## src/rtl/mac_result_writer_if.sv

```systemverilog
// Result-stream and RAM write-bus bundle for mac_result_writer.
//   in_valid / in_data / in_ready : 16-bit MAC result handshake (producer -> writer)
//   address / bus / wr            : registered RAM write port (writer -> RAM)
// master : the producer/RAM side; slave : the writer itself.
interface mac_result_writer_if #(
  parameter int word_size         = 16,
  parameter int bus_width         = 32,
  parameter int address_bus_width = 16
);
  logic                         in_valid;
  logic [word_size-1:0]         in_data;
  logic                         in_ready;
  logic [address_bus_width-1:0] address;
  logic [bus_width-1:0]         bus;
  logic                         wr;

  modport master (
    output in_valid, in_data,
    input  in_ready, address, bus, wr
  );

  modport slave (
    input  in_valid, in_data,
    output in_ready, address, bus, wr
  );
endinterface

```

## src/rtl/mac_result_writer.sv

```systemverilog
// mac_result_writer: packs 16-bit MAC results two per 32-bit word (first
// result in the upper half) and writes the words to RAM at sequential,
// wrapping addresses starting from a base latched on start.
// Ports:
//   clk, rst   : clock, asynchronous active-high reset
//   start      : one-cycle job start (honoured only when idle)
//   base_addr  : first write address, reduced modulo memory_size on latch
//   io (slave) : in_valid/in_data/in_ready result handshake,
//                address/bus/wr registered write port
//   busy       : job in progress
//   done       : one-cycle pulse the cycle after the final write
module mac_result_writer #(
  parameter int word_size         = 16,
  parameter int bus_width         = 32,
  parameter int address_bus_width = 16,
  parameter int memory_size       = 12,
  parameter int num_results       = 12,
  parameter int fifo_depth        = 4
) (
  input  logic                         clk,
  input  logic                         rst,
  input  logic                         start,
  input  logic [address_bus_width-1:0] base_addr,
  mac_result_writer_if.slave           io,
  output logic                         busy,
  output logic                         done
);

  localparam int num_words = (num_results + 1) / 2;
  localparam int acc_w     = $clog2(num_results + 1);
  localparam int wcnt_w    = $clog2(num_words + 1);
  localparam int ptr_w     = (fifo_depth > 1) ? $clog2(fifo_depth) : 1;
  localparam int cnt_w     = $clog2(fifo_depth + 1);

  typedef enum logic [1:0] {IDLE, RUN, DRAIN} state_t;

  state_t                       state, state_next;

  logic [acc_w-1:0]             acc_cnt;
  logic [wcnt_w-1:0]            wr_cnt;
  logic                         half;
  logic [word_size-1:0]         hi;
  logic [bus_width-1:0]         mem [fifo_depth];
  logic [ptr_w-1:0]             rd_ptr, wr_ptr;
  logic [cnt_w-1:0]             fifo_cnt;
  logic [address_bus_width-1:0] waddr;

  logic [address_bus_width-1:0] address_q;
  logic [bus_width-1:0]         bus_q;
  logic                         wr_q;
  logic                         done_q;

  logic                         in_ready_c;
  logic                         xfer, last, push, pop, bypass, fifo_write, emit;
  logic                         start_job, done_next;
  logic [bus_width-1:0]         push_word, emit_word;

  always_comb begin
    in_ready_c = 1'b0;
    if (state == RUN)
      in_ready_c = (acc_cnt < acc_w'(num_results)) && (fifo_cnt < cnt_w'(fifo_depth));

    xfer = io.in_valid && in_ready_c;
    last = xfer && (acc_cnt == acc_w'(num_results - 1));
    // An odd final result has no partner; it is padded with zeros below.
    push = xfer && (half || last);
    push_word = half ? {hi, io.in_data} : {io.in_data, {word_size{1'b0}}};

    // The output register acts as the FIFO head: a word pushed into an
    // empty FIFO goes straight to the bus on the same edge.
    pop        = (fifo_cnt != '0);
    bypass     = push && !pop;
    fifo_write = push && !bypass;
    emit       = pop || bypass;
    emit_word  = pop ? mem[rd_ptr] : push_word;

    state_next = state;
    start_job  = 1'b0;
    done_next  = 1'b0;
    case (state)
      IDLE: begin
        if (start) begin
          start_job  = 1'b1;
          state_next = RUN;
        end
      end
      RUN: begin
        if (last) state_next = DRAIN;
      end
      DRAIN: begin
        if (wr_cnt == wcnt_w'(num_words)) begin
          done_next  = 1'b1;
          state_next = IDLE;
        end
      end
      default: state_next = IDLE;
    endcase
  end

  always_ff @(posedge clk or posedge rst) begin
    if (rst) state <= IDLE;
    else     state <= state_next;
  end

  always_ff @(posedge clk or posedge rst) begin
    if (rst) begin
      acc_cnt   <= '0;
      wr_cnt    <= '0;
      half      <= 1'b0;
      hi        <= '0;
      rd_ptr    <= '0;
      wr_ptr    <= '0;
      fifo_cnt  <= '0;
      waddr     <= '0;
      address_q <= '0;
      bus_q     <= '0;
      wr_q      <= 1'b0;
      done_q    <= 1'b0;
    end else begin
      wr_q   <= 1'b0;
      done_q <= done_next;
      if (start_job) begin
        waddr    <= address_bus_width'(int'(base_addr) % memory_size);
        acc_cnt  <= '0;
        wr_cnt   <= '0;
        half     <= 1'b0;
        rd_ptr   <= '0;
        wr_ptr   <= '0;
        fifo_cnt <= '0;
      end else begin
        if (xfer) begin
          acc_cnt <= acc_cnt + 1'b1;
          if (!half && !last) begin
            hi   <= io.in_data;
            half <= 1'b1;
          end else begin
            half <= 1'b0;
          end
        end

        if (fifo_write) wr_ptr <= wr_ptr + 1'b1;
        if (pop)        rd_ptr <= rd_ptr + 1'b1;
        if (fifo_write && !pop)      fifo_cnt <= fifo_cnt + 1'b1;
        else if (pop && !fifo_write) fifo_cnt <= fifo_cnt - 1'b1;

        if (emit) begin
          wr_q      <= 1'b1;
          bus_q     <= emit_word;
          address_q <= waddr;
          waddr     <= (waddr == address_bus_width'(memory_size - 1)) ? '0 : waddr + 1'b1;
          wr_cnt    <= wr_cnt + 1'b1;
        end
      end
    end
  end

  always_ff @(posedge clk) begin
    if (fifo_write) mem[wr_ptr] <= push_word;
  end

  assign io.in_ready = in_ready_c;
  assign io.address  = address_q;
  assign io.bus      = bus_q;
  assign io.wr       = wr_q;
  assign busy        = (state != IDLE);
  assign done        = done_q;

endmodule

```

## src/flat_wrapper.sv

```systemverilog
// flat-port wrapper written by rule: the top's interface ports become plain ports
module mac_result_writer_flat 
#(
  parameter int word_size         = 16,
  parameter int bus_width         = 32,
  parameter int address_bus_width = 16,
  parameter int memory_size       = 12,
  parameter int num_results       = 12,
  parameter int fifo_depth        = 4
)
  (clk, rst, start, base_addr, busy, done, io_in_valid, io_in_data, io_in_ready, io_address, io_bus, io_wr);
  mac_result_writer_if #(.word_size(word_size), .bus_width(bus_width), .address_bus_width(address_bus_width)) io_i ();
  input  logic clk;
  input  logic rst;
  input  logic start;
  input  logic [address_bus_width-1:0] base_addr;
  output logic busy;
  output logic done;
  input wire logic [$bits(io_i.in_valid)-1:0] io_in_valid;
  input wire logic [$bits(io_i.in_data)-1:0] io_in_data;
  output wire logic [$bits(io_i.in_ready)-1:0] io_in_ready;
  output wire logic [$bits(io_i.address)-1:0] io_address;
  output wire logic [$bits(io_i.bus)-1:0] io_bus;
  output wire logic [$bits(io_i.wr)-1:0] io_wr;
  assign io_i.in_valid = io_in_valid;
  assign io_i.in_data = io_in_data;
  assign io_in_ready = io_i.in_ready;
  assign io_address = io_i.address;
  assign io_bus = io_i.bus;
  assign io_wr = io_i.wr;
  mac_result_writer #(.word_size(word_size), .bus_width(bus_width), .address_bus_width(address_bus_width), .memory_size(memory_size), .num_results(num_results), .fifo_depth(fifo_depth)) u_core (.clk(clk), .rst(rst), .start(start), .base_addr(base_addr), .io(io_i), .busy(busy), .done(done));
endmodule
```

## config.mk

```make
export PLATFORM = sky130hd
export DESIGN_NAME = mac_result_writer_flat
export DESIGN_NICKNAME = d
export VERILOG_FILES = /design/src/rtl/mac_result_writer_if.sv /design/src/rtl/mac_result_writer.sv /design/src/flat_wrapper.sv
export SDC_FILE = /design/constraint.sdc
export NUM_CORES = 1
export LEC_CHECK = 0
export BUFFER_PORTS_ARGS = -buffer_cell sky130_fd_sc_hd__buf_4
export CAP_MARGIN = 20
export CORE_UTILIZATION = 60
export DETAILED_ROUTE_END_ITERATION = 6
export PLACE_DENSITY = 0.81
export SYNTH_ARGS = -nofsm -noshare
export SYNTH_HDL_FRONTEND = slang
export SYNTH_SLANG_ARGS = --single-unit
```

## constraint.sdc

```tcl
create_clock -name clk -period 7.06 [get_ports clk]
set_input_delay 0.706 -clock clk [delete_from_list [all_inputs] [get_ports clk]]
set_output_delay 0.706 -clock clk [all_outputs]
set_load 0.02 [all_outputs]
```

==> impl_metrics.env <==
export IMPL_postLayoutCoreUtil=0.693
export IMPL_grt_pass1_wl_um=50500
export IMPL_slew_headroom=0.273
export IMPL_fin_setup_tns_ns=0
export IMPL_wirelength_um=32400
export IMPL_vias_per_cell=6.61
export IMPL_synthTopCellsByArea="edfxtp_1, dfrtp_1, mux4_2"
export IMPL_p_switching_mw=2.15
export IMPL_leakagePower_nw=5.58
export IMPL_syn_area_sq_um=13000
export IMPL_first_iter_violations=966
export IMPL_ios=88
export IMPL_core_sq_um=21100
export IMPL_critPathCaptureType="flip-flop"
export IMPL_rsz0062_at_grt="no"
export IMPL_finalMaxSlewViolations=0
export IMPL_required_ns=7.43
export IMPL_via_count=10100
export IMPL_yosysUniqueCellTypes=108
export IMPL_layout_min_cycle_time_ns=6.27
export IMPL_postCtsHoldBufs=0
export IMPL_power_mw=5.76
export IMPL_clock_skew_ns=0.0151
export IMPL_clock_latency_ns=0.51
export IMPL_numCtsBuffers=24
export IMPL_drc_errors=0
export IMPL_first_pass_iters=6
export IMPL_fp_row_count=53
export IMPL_post_dp_hpwl_um=21100
export IMPL_cts_tree="yes"
export IMPL_yosys_top_cells_count="edfxtp_1, nand2_1, dfrtp_1, nor2_1, o21ai_0"
export IMPL_yosys_warnings=0
export IMPL_syn_avg_cell_area_sq_um=11.0
export IMPL_cp_arrival_ns=6.64
export IMPL_finalSetupViolations=0
export IMPL_p_sw_frac=0.373
export IMPL_seq_area_frac_synth=0.487
export IMPL_placement_io_buffers=87
export IMPL_start_util=0.615
export IMPL_ys_async_sr_fraction=0.436
export IMPL_grt_use_total=0.289
export IMPL_area_growth_pct=12.6
export IMPL_clkTransAtPathRegs_ns=0.06
export IMPL_wire_per_inst_um=21.2
export IMPL_startpoint_type="primary input"
export IMPL_die_y_um=149
export IMPL_p_comb_frac=0.419
export IMPL_postSynthCellCount=1179
export IMPL_synth_top_area_share=0.296
export IMPL_powerDensity_nw_per_um2=394
export IMPL_fp_dieArea_sq_um=22200
export IMPL_htreeDepth=1
export IMPL_status="finished clean"
export IMPL_routabilityCongestion=0.918
export IMPL_drive_gt1_frac=0.224
export IMPL_worst_slew_pin_slew_ns=1.09
export IMPL_intPower_mw=3.61
export IMPL_maxCapViolCount=0
export IMPL_synth_flop_cell="edfxtp_1"
export IMPL_clock_path_buffers=3
export IMPL_seq_power_share=0.368
export IMPL_crit_fanout=23
export IMPL_ys_ff_latch=227
export IMPL_fmax_mhz=159
export IMPL_min_path_type="in2async"
export IMPL_clock_sinks=227
export IMPL_pwr_share_clk=0.213
export IMPL_nets=1284
export IMPL_overflow=0
export IMPL_root_buffer="clkbuf_16"
export IMPL_final_hold_viol_count=0
export IMPL_min_period_over_period=0.889
export IMPL_synth_edff_count=128
export IMPL_ant_nets=0
export IMPL_synth_net_count=1226
export IMPL_postCtsSetupBuffers=0
export IMPL_grt_pass1_vias=9564
export IMPL_ir_drop_mv=0.199
export IMPL_grt_max_degree=65
export IMPL_yosys_area_top_type="edfxtp_1"
export IMPL_die_w_um=149
export IMPL_crit_type="in2reg"
export IMPL_antenna_found_initial=0
export IMPL_postCtsResizedCells=0
export IMPL_diodes=0
-- cell type report --
class / instances / area (sq um)
Clock inverter: 7 / 68.8
Tap cell: 275 / 344
Fill cell: 1496 / 6480
Sequential cell: 227 / 6320
Clock buffer: 37 / 711
Timing Repair Buffer: 105 / 808
Multi-Input combinational cell: 857 / 6270
Inverter: 22 / 85.1
-- power by group through the flow --
stage / sequential, mW / clock (mW) / combinational [mW]
6_report: 2.12 / 1.22 / 2.41
5_1_grt: 2.16 / 1.29 / 2.62
4_1_cts: 2.11 / 1.24 / 2.38
3_5_place_dp: 2.13 / 0 / 2.34
3_3_place_gp: 2.11 / 0 / 2.26
2_1_floorplan: 2.21 / 0 / 1.55
-- kinds of logic after synthesis --
kind of cell / Yosys count / synth area share
buffers and inverters: 95 / 0.0299
XOR/XNOR: 31 / 0.0209
multiplexers: 104 / 0.117
adder cells (fa/ha/maj): 12 / 0.0114
AND/OR/NAND/NOR: 400 / 0.159
AO/OA/AOI/OAI: 310 / 0.174
flip-flops: 227 / 0.487
-- through the flow --
step / worst slack [ns] / instance area (sq um) / cells / hold slack [ns]
global route: 0.340 / 14600 / 1530 / 0.265
global placement: 0.536 / 13800 / 1485 / 0.462
floorplan: 0.882 / 13000 / 1179 / 0.451
detailed placement: 0.448 / 13800 / 1485 / 0.472
finish: 0.787 / 14600 / 1530 / 0.234
CTS: 0.926 / 14600 / 1529 / 0.252
-- path summary, 6_finish.rpt --
kind                                                 end  slack, ns  cells after the start                     startpoint
setup reg to reg           u_core.io.bus[17]$_DFFE_PP0P_       2.25                     12    u_core.state[1]$_DFFE_PP0P_
min in group clk             u_core.waddr[0]$_DFFE_PP0P_       0.44                      3                   base_addr[0]
max in group asynchronous   u_core.io.bus[9]$_DFFE_PP0P_       5.62                      3                            rst
hold / removal             u_core.io.bus[31]$_DFFE_PP0P_       0.23                      2                            rst
setup / recovery            u_core.waddr[15]$_DFFE_PP0P_       0.79                     20                  base_addr[15]
hold reg to reg            u_core.io.bus[11]$_DFFE_PP0P_       0.48                      2  u_core.io.bus[11]$_DFFE_PP0P_
-- layer usage --
| metal | wire (um) | track usage | part of all wire | up-vias |
|---|---|---|---|---|
| li1 | - | - | - | 4634 |
| met1 | 13400 | 0.396 | 0.41 | 4938 |
| met2 | 15800 | 0.483 | 0.49 | 474 |
| met3 | 2440 | 0.0416 | 0.075 | 64 |
| met4 | 739 | 0.0770 | 0.023 | 0 |
| met5 | 0 | 0 | 0 | - |
-- cell usage in the layout (no fill, tap or decap), types with 6 or more instances in the layout --
master	count
inv_1	18
dfrtp_1	98
and3_1	20
mux2i_1	22
and2_1	27
nor4_1	6
a21o_1	7
nand2_1	127
nand4_1	11
a31oi_1	33
a2111oi_0	6
o211ai_1	15
edfxtp_1	128
o21ai_0	66
ha_1	11
a211o_1	12
o21ai_1	6
a211oi_1	25
nor2b_1	7
xor2_1	10
nor2_1	95
nor3_1	20
a31o_2	7
clkbuf_16	25
mux4_2	32
buf_4	104
nand3_1	23
clkbuf_1	8
xnor2_1	21
a21oi_1	42
mux2_2	48
-- worst max-delay path, cell delays in order --
cell       delay, ns
buf_4           0.18
ha_1            0.43
nor4bb_1        0.44
a211o_1         0.26
a21oi_2         0.12
a32o_1          0.29
o211ai_1        0.32
nand4_1         0.31
o221ai_1        0.37
a21boi_2        0.41
a211oi_1        0.08
a311oi_1        0.37
o21ai_1         0.21
a2111oi_2       0.34
a211oi_1        0.13
or4_4           0.56
nand4bb_4       0.23
or4_4           0.58
xnor2_1         0.21
a21oi_1         0.09
-- registers in the layout, indices dropped and copies added (netlist names) --
signal             cells
u_core.half            1
u_core.wr_cnt          3
u_core.hi             16
u_core.waddr          16
u_core.state           2
u_core.wr_ptr          2
u_core.fifo_cnt        3
u_core.io.address     16
u_core.mem           128
u_core.done            1
u_core.io.bus         32
u_core.rd_ptr          2
u_core.acc_cnt         4
u_core.io.wr           1
Note: power is estimated with default switching activity, not from simulation.
